## src/rtl/digit_serial_adder_if.sv

```systemverilog
// Handshake and operand/result bundle for digit_serial_adder.
// Ports (master = controller side):
//   start, sub, a, b, cin : request and operands, driven by the master
//   busy, done            : operation status, driven by the adder
//   sum, cout, ovf        : registered result, driven by the adder
interface digit_serial_adder_if #(
   parameter int unsigned N = 16
);
   logic         start;
   logic         sub;
   logic [N-1:0] a;
   logic [N-1:0] b;
   logic         cin;
   logic         busy;
   logic         done;
   logic [N-1:0] sum;
   logic         cout;
   logic         ovf;

   modport master (
      output start, sub, a, b, cin,
      input  busy, done, sum, cout, ovf
   );

   modport slave (
      input  start, sub, a, b, cin,
      output busy, done, sum, cout, ovf
   );
endinterface

```

## src/rtl/digit_serial_adder.sv

```systemverilog
// Digit-serial adder/subtractor: adds one D-bit digit per cycle through a
// D-bit ripple slice, holding the carry in a register between digits, so an
// N-bit operation takes K = N/D RUN cycles.
// Ports:
//   clk  : system clock, rising edge
//   rst  : synchronous active-high reset
//   bus  : digit_serial_adder_if.slave (start/sub/a/b/cin in,
//          busy/done/sum/cout/ovf out, all outputs registered)
module digit_serial_adder #(
   parameter int unsigned N = 16,
   parameter int unsigned D = 4
) (
   input  logic                 clk,
   input  logic                 rst,
   digit_serial_adder_if.slave  bus
);

   localparam int unsigned K  = N / D;
   localparam int unsigned CW = (K > 1) ? $clog2(K) : 1;
   localparam int unsigned DW = D + 1;

   typedef enum logic {IDLE, RUN} state_t;

   state_t         state_q, state_d;
   logic [CW-1:0]  cnt_q,   cnt_d;
   logic           carry_q, carry_d;
   logic [N-1:0]   opa_q,   opa_d;
   logic [N-1:0]   opb_q,   opb_d;
   logic [N-1:0]   res_q,   res_d;
   logic [N-1:0]   sum_q,   sum_d;
   logic           cout_q,  cout_d;
   logic           ovf_q,   ovf_d;
   logic           busy_q,  busy_d;
   logic           done_q,  done_d;

   logic [D-1:0]   da, db, ds;
   logic           dc, c_msb, last;

   // Digit slice: select the current digit and ripple-add it with the held carry
   always_comb begin
      da   = '0;
      db   = '0;
      last = (cnt_q == CW'(K - 1));
      for (int k = 0; k < int'(K); k++) begin
         if (cnt_q == CW'(k)) begin
            da = opa_q[k*D +: D];
            db = opb_q[k*D +: D];
         end
      end
      {dc, ds} = {1'b0, da} + {1'b0, db} + DW'(carry_q);
      // Carry into the digit MSB recovered from its sum bit
      c_msb = ds[D-1] ^ da[D-1] ^ db[D-1];
   end

   // Next-state and output logic
   always_comb begin
      state_d = state_q;
      cnt_d   = cnt_q;
      carry_d = carry_q;
      opa_d   = opa_q;
      opb_d   = opb_q;
      res_d   = res_q;
      sum_d   = sum_q;
      cout_d  = cout_q;
      ovf_d   = ovf_q;
      busy_d  = busy_q;
      done_d  = 1'b0;

      case (state_q)
         IDLE: begin
            if (bus.start) begin
               opa_d   = bus.a;
               // Subtraction as a + ~b + 1
               opb_d   = bus.sub ? ~bus.b : bus.b;
               carry_d = bus.sub ? 1'b1 : bus.cin;
               cnt_d   = '0;
               busy_d  = 1'b1;
               state_d = RUN;
            end
         end
         RUN: begin
            for (int k = 0; k < int'(K); k++) begin
               if (cnt_q == CW'(k)) res_d[k*D +: D] = ds;
            end
            carry_d = dc;
            cnt_d   = cnt_q + CW'(1);
            if (last) begin
               sum_d   = res_d;
               cout_d  = dc;
               ovf_d   = c_msb ^ dc;
               done_d  = 1'b1;
               busy_d  = 1'b0;
               state_d = IDLE;
            end
         end
         default: state_d = IDLE;
      endcase
   end

   // State and output registers
   always_ff @(posedge clk) begin
      if (rst) begin
         state_q <= IDLE;
         cnt_q   <= '0;
         carry_q <= 1'b0;
         opa_q   <= '0;
         opb_q   <= '0;
         res_q   <= '0;
         sum_q   <= '0;
         cout_q  <= 1'b0;
         ovf_q   <= 1'b0;
         busy_q  <= 1'b0;
         done_q  <= 1'b0;
      end else begin
         state_q <= state_d;
         cnt_q   <= cnt_d;
         carry_q <= carry_d;
         opa_q   <= opa_d;
         opb_q   <= opb_d;
         res_q   <= res_d;
         sum_q   <= sum_d;
         cout_q  <= cout_d;
         ovf_q   <= ovf_d;
         busy_q  <= busy_d;
         done_q  <= done_d;
      end
   end

   assign bus.busy = busy_q;
   assign bus.done = done_q;
   assign bus.sum  = sum_q;
   assign bus.cout = cout_q;
   assign bus.ovf  = ovf_q;

endmodule

```

## src/flat_wrapper.sv

```systemverilog
// flat-port wrapper written by rule: the top's interface ports become plain ports
module digit_serial_adder_flat 
#(
   parameter int unsigned N = 16,
   parameter int unsigned D = 4
)
  (clk, rst, bus_start, bus_sub, bus_a, bus_b, bus_cin, bus_busy, bus_done, bus_sum, bus_cout, bus_ovf);
  digit_serial_adder_if #(.N(N)) bus_i ();
  input  logic clk;
  input  logic rst;
  input wire logic [$bits(bus_i.start)-1:0] bus_start;
  input wire logic [$bits(bus_i.sub)-1:0] bus_sub;
  input wire logic [$bits(bus_i.a)-1:0] bus_a;
  input wire logic [$bits(bus_i.b)-1:0] bus_b;
  input wire logic [$bits(bus_i.cin)-1:0] bus_cin;
  output wire logic [$bits(bus_i.busy)-1:0] bus_busy;
  output wire logic [$bits(bus_i.done)-1:0] bus_done;
  output wire logic [$bits(bus_i.sum)-1:0] bus_sum;
  output wire logic [$bits(bus_i.cout)-1:0] bus_cout;
  output wire logic [$bits(bus_i.ovf)-1:0] bus_ovf;
  assign bus_i.start = bus_start;
  assign bus_i.sub = bus_sub;
  assign bus_i.a = bus_a;
  assign bus_i.b = bus_b;
  assign bus_i.cin = bus_cin;
  assign bus_busy = bus_i.busy;
  assign bus_done = bus_i.done;
  assign bus_sum = bus_i.sum;
  assign bus_cout = bus_i.cout;
  assign bus_ovf = bus_i.ovf;
  digit_serial_adder #(.N(N), .D(D)) u_core (.clk(clk), .rst(rst), .bus(bus_i));
endmodule
```

## config.mk

```make
export PLATFORM = sky130hd
export DESIGN_NAME = digit_serial_adder_flat
export DESIGN_NICKNAME = d
export VERILOG_FILES = /design/src/rtl/digit_serial_adder_if.sv /design/src/rtl/digit_serial_adder.sv /design/src/flat_wrapper.sv
export SDC_FILE = /design/constraint.sdc
export NUM_CORES = 1
export LEC_CHECK = 0
export ABC_AREA = 1
export BUFFER_PORTS_ARGS = -buffer_cell sky130_fd_sc_hd__buf_2
export CORE_ASPECT_RATIO = 0.9
export CORE_MARGIN = 2
export CORE_UTILIZATION = 55
export CTS_CLUSTER_SIZE = 24
export DETAILED_ROUTE_END_ITERATION = 8
export MAX_ROUTING_LAYER = met4
export PLACE_DENSITY = 0.79
export SYNTH_ARGS = -nofsm -noshare
export SYNTH_HDL_FRONTEND = slang
export SYNTH_SLANG_ARGS = --single-unit
```

## constraint.sdc

```tcl
create_clock -name clk -period 2.9 [get_ports clk]
set_clock_uncertainty 0.05 [all_clocks]
set_input_delay 0.29 -clock clk [delete_from_list [all_inputs] [get_ports clk]]
set_output_delay 0.29 -clock clk [all_outputs]
set_load 0.02 [all_outputs]
```

==> results.sh <==
export IMPL_drive_gt1_share_pct=21.8
export IMPL_criticalPathCategory="reg -> reg"
export IMPL_cp_num_buf_inv=3
export IMPL_startpoint_type="flop"
export IMPL_layout_worst_path_cycle_share_pct=95.2
export IMPL_routed_wl_um=7170
export IMPL_worst_slew_pin_slew_ps=956
export IMPL_pwr_density_cell_nw_per_um2=596
export IMPL_clockPowerShare_pct=33.1
export IMPL_yosysSeqAreaShare_pct=43.9
export IMPL_cp_required_ps=3100
export IMPL_status="finished clean"
export IMPL_period_minus_slack_ps=2760
export IMPL_yosysUniqueCellTypes=30
export IMPL_grt_first_pass_wirelength_um=11800
export IMPL_relSlewSlack_pct=36.2
export IMPL_ys_ff_latch=68
export IMPL_leakagePower_nw=1.73
export IMPL_grt_pass1_vias=2706
export IMPL_vias_per_cell=5.31
export IMPL_critPathMostFrequentCell="nand2_1"
export IMPL_drv_slew=0
export IMPL_place_detailed_hpwl_um=5090
export IMPL_tns_ps=0
export IMPL_dr_pass1_iters=7
export IMPL_hold_class="in -> reg"
export IMPL_die_w_um=83.1
export IMPL_clock_latency_ps=350
export IMPL_place_area_um2=3430
export IMPL_postCtsSetupBuffers=0
export IMPL_antenna_found_initial=0
export IMPL_area_growth_pct=18.0
export IMPL_fin_nets=509
export IMPL_layout_common_cells="nand2_1, dfxtp_1, buf_2, o21ai_0, nor2_1"
export IMPL_path_cells="inv_1 -> ha_2 -> buf_4 -> a21oi_1 -> nand2_1 -> o21ai_0 -> a21oi_1 -> ha_2 -> a21oi_2 -> nand2_1 -> nand2_1 -> nand2_1 -> o21ai_2 -> nand2_1 -> nand2_1 -> inv_1"
export IMPL_synth_compound_area_share_pct=20.9
export IMPL_syn_avg_cell_area_um2=7.56
export IMPL_max_cap_violations=0
export IMPL_yosys_area_share_simple_pct=16.7
export IMPL_cts_root_buf="clkbuf_8"
export IMPL_synthesis_nets=456
export IMPL_placementRows=25
export IMPL_cts_tree="built"
export IMPL_grt_ovfl_total=0
export IMPL_p_int_mw=1.54
export IMPL_ys_warn_count=0
export IMPL_critPathArrivalTime_ps=2960
export IMPL_combPwrFrac_pct=19.8
export IMPL_cp_slowest_cell="ha_2"
export IMPL_clockBufferDepth=2
export IMPL_dp_cells=519
export IMPL_ant_nets=0
export IMPL_routedWlPerCell_um=13.4
export IMPL_dieHeight_um=75.2
export IMPL_synth_adder_area_share_pct=4.12
export IMPL_coreArea_um2=5350
export IMPL_port_buffer_count=56
export IMPL_path_clk_slew_ps=70
export IMPL_holdWs_ps=116
export IMPL_power_switching_mw=0.640
export IMPL_peakVddDrop_v=0.000377
export IMPL_critPathMaxStageDelay_ps=370
export IMPL_vias=2843
export IMPL_endpoint_kind="flop"
export IMPL_final_common_cell="nand2_1"
export IMPL_hold_viol=0
export IMPL_utilization_pct=68.4
export IMPL_reg2reg_slack_ps=140
export IMPL_drt_iter0_drc=194
export IMPL_cpLargestDelayFamily="compound AO/OA/AOI/OAI gates"
export IMPL_synth_xor_area_share_pct=4.80
export IMPL_p_sw_share_pct=29.3
export IMPL_seqPwrFrac_pct=47.2
export IMPL_cts_sinks=68
export IMPL_numCtsBuffers=9
export IMPL_diodes=0
export IMPL_grt_use_total_pct=25.0
export IMPL_finalWeightedCongestion=0.921
export IMPL_muxShareOfSynthArea_pct=0.969
export IMPL_fmaxAchievable_mhz=362
export IMPL_initial_core_util_pct=58.0
export IMPL_cp_max_fo=7
export IMPL_h_tree_depth=3
export IMPL_grt_max_degree=39
export IMPL_syn_inst=410
export IMPL_fp_dieArea_um2=6250
export IMPL_final_cells=535
export IMPL_finish_instance_area_um2=3660
export IMPL_pin_count=57
export IMPL_drcViolationCount=0
export IMPL_finalSetupViolations=0
export IMPL_netlist_area_um2=3100
export IMPL_synth_top_family_by_area="compound AO/OA/AOI/OAI gates"
==> final cells by class <==
type	instances	area [um2]
Timing Repair Buffer	65	360
Multi-Input combinational cell	278	1520
Clock inverter	1	5.00
Inverter	41	154
Fill cell	435	1690
Clock buffer	15	176
Tap cell	67	83.8
Sequential cell	68	1360
==> tightest hold or removal path, delay by kind of cell <==
family,cells,cell delay [ps]
simple gates,2,110
buf+inv,1,70
==> registers in the layout, indices dropped and copies added, names as in the netlist <==
register,cells
u_core.opa_q,16
u_core.bus.done,1
u_core.carry_q,1
u_core.bus.sum,16
u_core.bus.busy,1
u_core.bus.cout,1
u_core.bus.ovf,1
u_core.state_q,1
u_core.res_q,12
u_core.opb_q,16
u_core.cnt_q,2
==> logic make-up after synthesis <==
| family | after synthesis |
|---|---|
| simple gates | 128 |
| compound gates | 121 |
| flops | 68 |
| buf+inv | 64 |
| xor+xnor | 17 |
| fa+ha+maj | 9 |
| mux | 3 |
==> per-layer routing <==
metal | global-route usage [%] | vias to the layer above | routed length (um) | share of wire, %
met3 | 8.77 | 12 | 481 | 6.7
met2 | 39.9 | 83 | 3340 | 47
met1 | 29.1 | 1306 | 3230 | 45
met4 | 10.6 | 0 | 116 | 1.6
met5 | - | - | 0 | 0
li1 | - | 1442 | - | -
==> power groups by stage <==
stage	Clock (mW)	Combinational [mW]	Sequential [mW]
after floorplan	0	0.304	1.03
after global placement	0	0.395	1.05
after detailed placement	0	0.411	1.05
after CTS	0.735	0.413	1.03
after global routing	0.772	0.492	1.03
final	0.721	0.432	1.03
==> cell usage after synthesis <==
master	number	area share, %
o311ai_1	1	0.28
a21oi_1	40	6.5
a21oi_2	3	0.85
o211ai_1	3	0.73
clkbuf_1	8	0.97
xor2_1	1	0.28
nor2_4	1	0.36
fa_1	2	1.3
clkbuf_2	1	0.16
nand3_1	11	1.8
inv_2	4	0.48
o31ai_1	1	0.24
a31oi_1	1	0.20
a211oi_1	1	0.24
o21ai_1	12	1.9
mux2i_1	3	0.97
nand3_2	2	0.65
buf_2	12	1.9
nor2_2	2	0.40
buf_4	2	0.48
nand2_1	70	8.5
o221ai_1	1	0.28
a22o_1	3	0.85
inv_1	36	4.4
dfxtp_1	68	44
o21ai_0	55	8.9
clkinv_1	1	0.12
nor2_1	42	5.1
xnor2_1	16	4.5
ha_1	7	2.8
==> timing repair <==
action                                  CTS  global route
gates resized for setup                   0            16
endpoints found under the hold margin     0             0
hold buffers                              0             0
endpoints found under the setup margin    0            19
==> stage by stage <==
stage          worst slack [ps]  total power, mW
6_report                    139             2.18
5_1_grt                   -2.13             2.30
4_1_cts                    48.1             2.18
3_5_place_dp               27.7             1.46
3_3_place_gp                170             1.44
2_1_floorplan               276             1.34
==> path summary, 6_finish.rpt <==
kind / start / end / depth (start not counted)
max: u_core.cnt_q[0] / u_core.res_q[3] / 16
min: bus_a[0] / u_core.opa_q[0] / 3
max reg2reg: u_core.cnt_q[0] / u_core.res_q[3] / 16
min reg2reg: u_core.bus.sum[8] / u_core.bus.sum[8] / 2
(Power assumes the default switching activity.)
